<file path="config.mk">
export PLATFORM = sky130hd
export DESIGN_NAME = result_writeback_sched_flat
export DESIGN_NICKNAME = d
export VERILOG_FILES = /design/src/rtl/result_writeback_sched_if.sv /design/src/rtl/result_writeback_sched.sv /design/src/flat_wrapper.sv
export SDC_FILE = /design/constraint.sdc
export NUM_CORES = 1
export LEC_CHECK = 0
export ABC_AREA = 1
export BUFFER_PORTS_ARGS = -buffer_cell sky130_fd_sc_hd__buf_2
export CORE_UTILIZATION = 45
export DETAILED_ROUTE_END_ITERATION = 10
export HOLD_SLACK_MARGIN = 0.06
export PLACE_DENSITY = 0.81
export REMOVE_ABC_BUFFERS = 1
export SKIP_CTS_REPAIR_TIMING = 1
export SLEW_MARGIN = 25
export SYNTH_ARGS = -nofsm -noshare
export SYNTH_HDL_FRONTEND = slang
export SYNTH_SLANG_ARGS = --single-unit
</file>
<file path="constraint.sdc">
create_clock -name i_clk -period 1.8 [get_ports i_clk]
set_input_delay 0.36 -clock i_clk [delete_from_list [all_inputs] [get_ports i_clk]]
set_output_delay 0.36 -clock i_clk [all_outputs]
set_load 0.005 [all_outputs]
</file>
<file path="src/rtl/result_writeback_sched_if.sv">
// Shared SRAM write port bundle: host write request side plus the
// registered write channel owned by the writeback scheduler.
interface result_writeback_sched_if #(
    parameter int AW = 10,
    parameter int DW = 16
);
    logic          i_host_req;
    logic [AW-1:0] i_host_addr;
    logic [DW-1:0] i_host_data;
    logic          o_host_gnt;
    logic          o_wr_en;
    logic [AW-1:0] o_wr_addr;
    logic [DW-1:0] o_wr_data;
    logic          i_wr_ready;

    // scheduler side
    modport master (
        input  i_host_req, i_host_addr, i_host_data, i_wr_ready,
        output o_host_gnt, o_wr_en, o_wr_addr, o_wr_data
    );

    // host / SRAM side
    modport slave (
        output i_host_req, i_host_addr, i_host_data, i_wr_ready,
        input  o_host_gnt, o_wr_en, o_wr_addr, o_wr_data
    );
endinterface

</file>
<file path="src/rtl/result_writeback_sched.sv">
// Streams a ROWSxCOLS result matrix into the output SRAM, sharing the
// single write port with a host requester under alternating priority.
module result_writeback_sched #(
    parameter  int ROWS = 32,
    parameter  int COLS = 32,
    parameter  int DW   = 16,
    parameter  int AW   = 10,
    localparam int RW   = $clog2(ROWS),
    localparam int CW   = $clog2(COLS)
) (
    input  logic          i_clk,
    input  logic          i_rst_n,
    input  logic          i_start,
    input  logic [AW-1:0] i_base_addr,
    input  logic          i_mat_valid,
    output logic [RW-1:0] o_rd_row,
    output logic [CW-1:0] o_rd_col,
    input  logic [DW-1:0] i_rd_data,
    output logic          o_busy,
    output logic          o_done,
    result_writeback_sched_if.master wr
);
    localparam int NEL = ROWS * COLS;
    localparam int IW  = $clog2(NEL);
    localparam logic [IW-1:0] LAST = IW'(NEL - 1);

    typedef enum logic [2:0] {
        S_IDLE,
        S_WAIT,
        S_STREAM,
        S_DRAIN,
        S_DONE
    } state_t;

    state_t        state_q, state_d;
    logic [IW-1:0] idx_q, idx_d;
    logic [AW-1:0] base_q, base_d;
    logic          wr_en_q, wr_en_d;
    logic [AW-1:0] wr_addr_q, wr_addr_d;
    logic [DW-1:0] wr_data_q, wr_data_d;
    logic          host_prio_q, host_prio_d;

    logic slot_free;
    logic strm_cand;
    logic host_cand;
    logic host_ld;
    logic strm_ld;

    assign slot_free = !wr_en_q || wr.i_wr_ready;
    assign strm_cand = (state_q == S_STREAM) && i_mat_valid;
    assign host_cand = wr.i_host_req;

    assign o_rd_row = RW'(idx_q / IW'(COLS));
    assign o_rd_col = CW'(idx_q % IW'(COLS));
    assign o_busy   = (state_q != S_IDLE);
    assign o_done   = (state_q == S_DONE);

    assign wr.o_wr_en     = wr_en_q;
    assign wr.o_wr_addr   = wr_addr_q;
    assign wr.o_wr_data   = wr_data_q;
    // grant is a same-cycle handshake; forced low while reset is held
    assign wr.o_host_gnt  = host_ld && i_rst_n;

    // arbitration, write-slot load and sequencing
    always_comb begin
        state_d     = state_q;
        idx_d       = idx_q;
        base_d      = base_q;
        wr_en_d     = wr_en_q;
        wr_addr_d   = wr_addr_q;
        wr_data_d   = wr_data_q;
        host_prio_d = host_prio_q;
        host_ld     = 1'b0;
        strm_ld     = 1'b0;

        if (slot_free) begin
            wr_en_d = 1'b0;
            if (host_cand && strm_cand) begin
                host_ld     = host_prio_q;
                strm_ld     = !host_prio_q;
                host_prio_d = !host_prio_q;
            end else begin
                host_ld = host_cand;
                strm_ld = strm_cand;
            end
        end

        if (host_ld) begin
            wr_en_d   = 1'b1;
            wr_addr_d = wr.i_host_addr;
            wr_data_d = wr.i_host_data;
        end else if (strm_ld) begin
            wr_en_d   = 1'b1;
            wr_addr_d = base_q + AW'(idx_q);
            wr_data_d = i_rd_data;
            idx_d     = idx_q + IW'(1);
        end

        unique case (state_q)
            S_IDLE: begin
                if (i_start) begin
                    base_d  = i_base_addr;
                    idx_d   = '0;
                    state_d = S_WAIT;
                end
            end
            S_WAIT: begin
                if (i_mat_valid) state_d = S_STREAM;
            end
            S_STREAM: begin
                if (strm_ld && idx_q == LAST) state_d = S_DRAIN;
            end
            S_DRAIN: begin
                if (slot_free) state_d = S_DONE;
            end
            default: begin
                state_d = S_IDLE;
            end
        endcase
    end

    // state and write-slot registers
    always_ff @(posedge i_clk or negedge i_rst_n) begin
        if (!i_rst_n) begin
            state_q     <= S_IDLE;
            idx_q       <= '0;
            base_q      <= '0;
            wr_en_q     <= 1'b0;
            wr_addr_q   <= '0;
            wr_data_q   <= '0;
            host_prio_q <= 1'b1;
        end else begin
            state_q     <= state_d;
            idx_q       <= idx_d;
            base_q      <= base_d;
            wr_en_q     <= wr_en_d;
            wr_addr_q   <= wr_addr_d;
            wr_data_q   <= wr_data_d;
            host_prio_q <= host_prio_d;
        end
    end
endmodule
</file>
<file path="src/flat_wrapper.sv">
// flat-port wrapper written by rule: the top's interface ports become plain ports
module result_writeback_sched_flat 
#(
    parameter  int ROWS = 32,
    parameter  int COLS = 32,
    parameter  int DW   = 16,
    parameter  int AW   = 10,
    localparam int RW   = $clog2(ROWS),
    localparam int CW   = $clog2(COLS)
)
  (i_clk, i_rst_n, i_start, i_base_addr, i_mat_valid, o_rd_row, o_rd_col, i_rd_data, o_busy, o_done, wr_i_host_req, wr_i_host_addr, wr_i_host_data, wr_i_wr_ready, wr_o_host_gnt, wr_o_wr_en, wr_o_wr_addr, wr_o_wr_data);
  result_writeback_sched_if #(.AW(AW), .DW(DW)) wr_i ();
  input  logic i_clk;
  input  logic i_rst_n;
  input  logic i_start;
  input  logic [AW-1:0] i_base_addr;
  input  logic i_mat_valid;
  output logic [RW-1:0] o_rd_row;
  output logic [CW-1:0] o_rd_col;
  input  logic [DW-1:0] i_rd_data;
  output logic o_busy;
  output logic o_done;
  input wire logic [$bits(wr_i.i_host_req)-1:0] wr_i_host_req;
  input wire logic [$bits(wr_i.i_host_addr)-1:0] wr_i_host_addr;
  input wire logic [$bits(wr_i.i_host_data)-1:0] wr_i_host_data;
  input wire logic [$bits(wr_i.i_wr_ready)-1:0] wr_i_wr_ready;
  output wire logic [$bits(wr_i.o_host_gnt)-1:0] wr_o_host_gnt;
  output wire logic [$bits(wr_i.o_wr_en)-1:0] wr_o_wr_en;
  output wire logic [$bits(wr_i.o_wr_addr)-1:0] wr_o_wr_addr;
  output wire logic [$bits(wr_i.o_wr_data)-1:0] wr_o_wr_data;
  assign wr_i.i_host_req = wr_i_host_req;
  assign wr_i.i_host_addr = wr_i_host_addr;
  assign wr_i.i_host_data = wr_i_host_data;
  assign wr_i.i_wr_ready = wr_i_wr_ready;
  assign wr_o_host_gnt = wr_i.o_host_gnt;
  assign wr_o_wr_en = wr_i.o_wr_en;
  assign wr_o_wr_addr = wr_i.o_wr_addr;
  assign wr_o_wr_data = wr_i.o_wr_data;
  result_writeback_sched #(.ROWS(ROWS), .COLS(COLS), .DW(DW), .AW(AW)) u_core (.i_clk(i_clk), .i_rst_n(i_rst_n), .i_start(i_start), .i_base_addr(i_base_addr), .i_mat_valid(i_mat_valid), .o_rd_row(o_rd_row), .o_rd_col(o_rd_col), .i_rd_data(i_rd_data), .o_busy(o_busy), .o_done(o_done), .wr(wr_i));
endmodule
</file>
==> metrics, run 1 <==
fill count 577; most common cell after layout, fill and taps aside nand2_1; starting density of the core 0.473; post-synth top area cell dfrtp_1; overall track demand over capacity in global routing 0.217; Die Y ~80 µm; start-to-end type of the worst setup path reg2out; post-placement setup slack 0.0101 ns; maximum ir drop on the vdd rail approximately 0.71 mV; power density relative to cell area 1470 nW/µm²; Non-Filler Cell Area, Final between 3000 and 4000 µm²; most frequent cells in the layout nand2_1 (154), buf_2 (97), dfrtp_1 (49); routed via count divided by cell count 4.99; required time reported for the critical path endpoint 1.44 ns; Routed WL per cell 12.2 µm; detailed-route via count around 2800; via count of the first global-routing pass ~2500; post-route DRC violation count 0; result of the run finished, final reports clean; standard cell area after detailed placement about 3400 µm²; crit-path cells inv_2, nand2_4, nor2_4, nand3_2, nand2_2, nor2_1, buf_2; Crit. End Element output port; Routed Wire Length about 7000 µm; count of buffering cells on the critical path with inverters included 2; clock latency at the later pin of the worst-skew pair approximately 0.30 ns; count of antenna-violating nets left after detailed routing 0; HPWL Detailed approximately 5100 µm; TritonCTS clock tree done; number of DRC violations after detailed-routing iteration 0 121; Die Area about 6600 µm²; largest net degree at the start of global routing 52; ratio of cells with drive above 1 in the final layout 0.281; Buffers on Ports 97; Worst Setup Slack, final roughly 0.09 ns; cell family contributing the most delay on the critical path flip-flops; clock slew at the register clock pins of the worst setup and hold paths roughly 0.090 ns; area added between synthesis and finish 27.4%; top cells by area, synth dfrtp_1 (44%), nand2_1 (20%), nand3_1 (6.9%); share of Yosys cell area claimed by the top area cell type 0.441; multi-input logic area between 1000 and 1500 µm²; worst hold-check path type in2async; Register Area approximately 1300 µm²; initial antenna violation count 0; arrival time of the worst setup path 1.35 ns; Max-cap violations 0; Leakage approximately 2.0 nW; number of warning messages in the yosys log 0; fin. max-slew vios 0; instance count after placement with tap cells included 550; worst slew pin tran between 0.6 and 0.7 ns; flip-flop and latch count after synthesis 51; fin crit period between 1.5 and 2 ns; number of CTS-inserted buffers 5; number of non-filler instances in the completed layout about 560; Unique masters post-synth 32; Slew headroom 0.580; GRT Residual Overflow 0; buffer levels on the longest clock path 2; crit-path max FO 5; fmax between 500 and 600 MHz; Post-Route Utilization 0.603; clk sinks 51; mean area per synthesized cell ~7.5 µm²; largest stage delay on the critical path roughly 0.45 ns; horizontal die dimension between 80 and 90 µm; number of detailed-route iterations in the first pass 4; final hold violations 0; antenna cells 0; root buffer cell clkbuf_8; Slowest-stage cell, CP dfrtp_2; final critical-path share of the clock period 0.949; I/O Pins 98; Syn Std Cell Area about 2800 µm²; depth of the CTS H-tree 2; share of synthesized area occupied by flip-flops and latches 0.451; final setup violating endpoints 0; wire length of the first global-routing pass around 11000 µm; synthesized instance count ~380; worst hold slack between 0.2 and 0.25 ns; total number of placement rows 28; Critical Path Start Type flip-flop; Post-layout nets between 500 and 600; clk_skew roughly 0.006 ns; area of the core roughly 6000 µm²; Placer Congestion about 0.84
==> stage by stage <==
step / power (mW) / TNS, ns
floorplan: 3.52 / 0
global placement: 4.42 / 0
detailed placement: 4.51 / 0
CTS: 5.19 / -0.0130
global route: 5.81 / -0.0145
finish: 5.29 / 0
==> state kept, by name, summed over array words and instances, names as in the netlist <==
signal,flops
u_core.wr.o_wr_addr,10
u_core.wr.o_wr_en,1
u_core.host_prio_q,1
u_core.wr.o_wr_data,16
u_core.base_q,10
u_core.idx_q,10
u_core.state_q,3
==> metal layers <==
metal  GRT usage  vias to the layer above  wire length [µm]
met5           0                        -                 0
met4      0.0625                        0                83
met3      0.0393                        8               333
met2       0.351                       82              3220
met1       0.295                     1296              3200
li1            -                     1404                 -
==> power breakdown <==
part | internal (mW) | total (mW) | switching (mW)
Clock | 0.311 | 0.672 | 0.361
Sequential | 1.66 | 2.03 | 0.363
Combinational | 1.11 | 2.59 | 1.48
Total | 3.08 | 5.29 | 2.21
==> area by class of cell <==
| class | count | area share |
|---|---|---|
| multi-input combinational | 284 | 0.398 |
| sequential | 51 | 0.354 |
| timing repair buffer | 110 | 0.162 |
| inverter | 31 | 0.0343 |
| tap | 75 | 0.0260 |
| clock buffer | 7 | 0.0239 |
| clock inverter | 1 | 0.00139 |
==> final timing paths <==
| kind | from | slack, ns | to | cells past startpoint |
|---|---|---|---|---|
| worst max-delay path | u_core.state_q[0]$_DFFE_PN0P_ | 0.09 | wr_o_host_gnt | 7 |
| worst min-delay path | i_rst_n | 0.21 | u_core.wr.o_wr_data[3]$_DFFE_PN0P_ | 2 |
| worst max register to register | u_core.host_prio_q$_DFFE_PN1P_ | 0.16 | u_core.wr.o_wr_addr[2]$_DFFE_PN0P_ | 8 |
| worst min register to register | u_core.wr.o_wr_addr[9]$_DFFE_PN0P_ | 0.48 | u_core.wr.o_wr_addr[9]$_DFFE_PN0P_ | 2 |
| max in group asynchronous | i_rst_n | 1.13 | u_core.state_q[0]$_DFFE_PN0P_ | 2 |
| min in group i_clk | i_base_addr[2] | 0.25 | u_core.base_q[2]$_DFFE_PN0P_ | 3 |
==> cells by family after synthesis <==
group                      Yosys count  share of synthesized area
AOI/OAI and AO/OA                   28                     0.0552
xor gates and xnor gates            11                     0.0340
adders and majority gates           11                     0.0512
buffers and inverters               41                     0.0631
DFF                                 51                      0.451
and+or+nand+nor                    234                      0.346
==> Yosys cell counts <==
cell type  instances
o22ai_1            1
a21oi_1            8
nor3_1             5
xor2_1             8
dfrtp_1           50
buf_2              6
nand4_1            1
o21ai_0            5
inv_2              2
inv_4              1
and3_1             1
o21ai_1            8
inv_1             27
nand2_2            3
dfstp_2            1
clkbuf_1           1
nor3b_1            1
buf_6              2
ha_1              10
nor2_1            27
nand3_1           39
nor2_8             1
a211oi_1           2
clkinv_1           1
fa_1               1
nand2_1          154
o211ai_1           3
nor2_4             1
nand2_4            1
xnor2_1            3
o21a_1             1
buf_1              1
Note: power is estimated with default switching activity, not from simulation.
==> inputs of run 2 (changes only) <==
--- a/config.mk
+++ b/config.mk
@@ -7,11 +7,11 @@
 export LEC_CHECK = 0
 export ABC_AREA = 1
 export BUFFER_PORTS_ARGS = -buffer_cell sky130_fd_sc_hd__buf_2
+export CORE_ASPECT_RATIO = 0.75
 export CORE_UTILIZATION = 45
 export DETAILED_ROUTE_END_ITERATION = 10
 export HOLD_SLACK_MARGIN = 0.06
 export PLACE_DENSITY = 0.81
-export REMOVE_ABC_BUFFERS = 1
 export SKIP_CTS_REPAIR_TIMING = 1
 export SLEW_MARGIN = 25
 export SYNTH_ARGS = -nofsm -noshare
==> run 2 against run 1 <==
  * Worst hold slack lost 0.017 ns
  * Design area rose by 0.17%
  * Wire length is 4.9% higher
  * Critical path type unchanged
  * Core utilization grew 0.56 points
  * Sequential cell count unchanged
  * Critical endpoint unchanged
  * Non-clock buffer count increased by 3
  * Cell count grew 1.1%
  * Critical path depth decreased by 1
  * Combinational power hardly changed
  * Fmax shrank 1.6%
==> metrics, run 2 (synthesis gave the netlist of run 1 again) <==
result of the run finished, final reports clean; most frequent cells in the layout nand2_1 (153), buf_2 (97), dfrtp_1 (48); count of antenna-violating nets left after detailed routing 0; fmax around 580 MHz; total number of placement rows 24; maximum ir drop on the vdd rail about 0.7 mV; Placer Congestion 0.918; Buffers on Ports 97; Non-Filler Cell Area, Final between 3000 and 4000 µm²; arrival time of the worst setup path approximately 1.4 ns; Die Y between 70 and 80 µm; Post-layout nets about 560; post-placement setup slack about 0.06 ns; worst hold-check path type in2async; top layer used by detailed routing met4; antenna cells 0; Routed WL per cell roughly 13 µm; largest net degree at the start of global routing 52; wire length of the first global-routing pass between 10000 and 15000 µm; final setup violating endpoints 0; post-route DRC violation count 0; via count of the first global-routing pass approximately 2600; most common cell after layout, fill and taps aside nand2_1; worst slew pin tran roughly 0.64 ns; Slew headroom 0.573; root buffer cell clkbuf_8; clock slew at the register clock pins of the worst setup and hold paths ~0.1 ns; number of DRC violations after detailed-routing iteration 0 153; TritonCTS clock tree done; Routed Wire Length between 7000 and 8000 µm; Die Area about 6600 µm²; I/O Pins 98; met3 layer wire length in the routed design approximately 400 µm; initial antenna violation count 0; clk sinks 51; detailed-route via count 2789; max reg flops 16; Critical Path Start Type flip-flop; crit-path max FO 3; fill count roughly 550; Worst Setup Slack, final around 0.063 ns; Metal-1 WL roughly 3500 µm; start-to-end type of the worst setup path reg2out; met2 wirelength from detailed routing about 3200 µm; clk_skew ~0.0094 ns; starting density of the core 0.477; fin. max-slew vios 0; Max-cap violations 0; buffer levels on the longest clock path 2; final critical-path share of the clock period 0.965; GRT Residual Overflow 0; overall track demand over capacity in global routing 0.223; fin crit period 1.74 ns; area added between synthesis and finish 27.6%; final hold violations 0; number of CTS-inserted buffers 5; Leakage between 1.5 and 2 nW; horizontal die dimension 93.7 µm; ratio of cells with drive above 1 in the final layout 0.290; power density relative to cell area about 1500 nW/µm²; routed via count divided by cell count a little under 5; HPWL Detailed 5450 µm; required time reported for the critical path endpoint about 1.4 ns; standard cell area after detailed placement roughly 3500 µm²; depth of the CTS H-tree 2; Crit. End Element output port; Net Count, Synth between 400 and 500; clock latency at the later pin of the worst-skew pair a little over 0.3 ns; number of detailed-route iterations in the first pass 4; area of the core a little under 6000 µm²; number of cells on the worst reg-to-reg path 11
==> run 2: metal layers <==
layer  global-route usage  up-vias
met4               0.0325        0
met1                0.318     1276
li1                     -     1414
met5                    0        -
met2                0.367       92
met3               0.0366        7
==> run 2: path summary, 6_finish.rpt <==
path                                                         start                                 end  slack, ns
worst max register to register           u_core.idx_q[4]$_DFF_PN0_  u_core.wr.o_wr_addr[9]$_DFFE_PN0P_       0.16
worst min-delay path                                       i_rst_n  u_core.wr.o_wr_addr[1]$_DFFE_PN0P_       0.19
worst max-delay path                 u_core.wr.o_wr_en$_DFFE_PN0P_                       wr_o_host_gnt       0.06
min in group i_clk                                  i_base_addr[6]        u_core.base_q[6]$_DFFE_PN0P_       0.24
worst min register to register  u_core.wr.o_wr_data[4]$_DFFE_PN0P_  u_core.wr.o_wr_data[4]$_DFFE_PN0P_       0.48
max in group asynchronous                                  i_rst_n           u_core.idx_q[4]$_DFF_PN0_       1.15
==> run 2: stage by stage <==
step           utilization  std cells  hold WS [ns]  power, mW  TNS [ns]
2_1_floorplan            -        376        0.0644       3.58         0
4_1_cts              0.600        564         0.212       5.25   -0.0648
3_5_place_dp         0.584        556         0.464       4.54         0
3_3_place_gp         0.584        556         0.460       4.46         0
6_report             0.609        565         0.191       5.29         0
5_1_grt              0.609        565         0.239       5.76   -0.0232
==> run 2: worst max-delay path, stage by stage, from the launching register on <==
cell and delay (ns):
dfrtp_1 0.38, nand2_1 0.12, inv_1 0.09, nor2_2 0.13, nand2_2 0.10, nor2_4 0.12, buf_2 0.13
==> run 2: area by class of cell <==
type	count	area, µm²	share of cell area
Multi-Input combinational cell	284	1420	0.391
Timing Repair Buffer	113	606	0.167
Clock inverter	3	27.5	0.00761
Inverter	31	124	0.0342
Sequential cell	51	1280	0.354
Clock buffer	5	68.8	0.0190
Tap cell	78	97.6	0.0270
==> run 2: report_power, final <==
group | total [mW] | internal (mW) | switching, mW
sequential | 2.00 | 1.66 | 0.338
clock | 0.699 | 0.286 | 0.413
combinational | 2.59 | 1.10 | 1.50
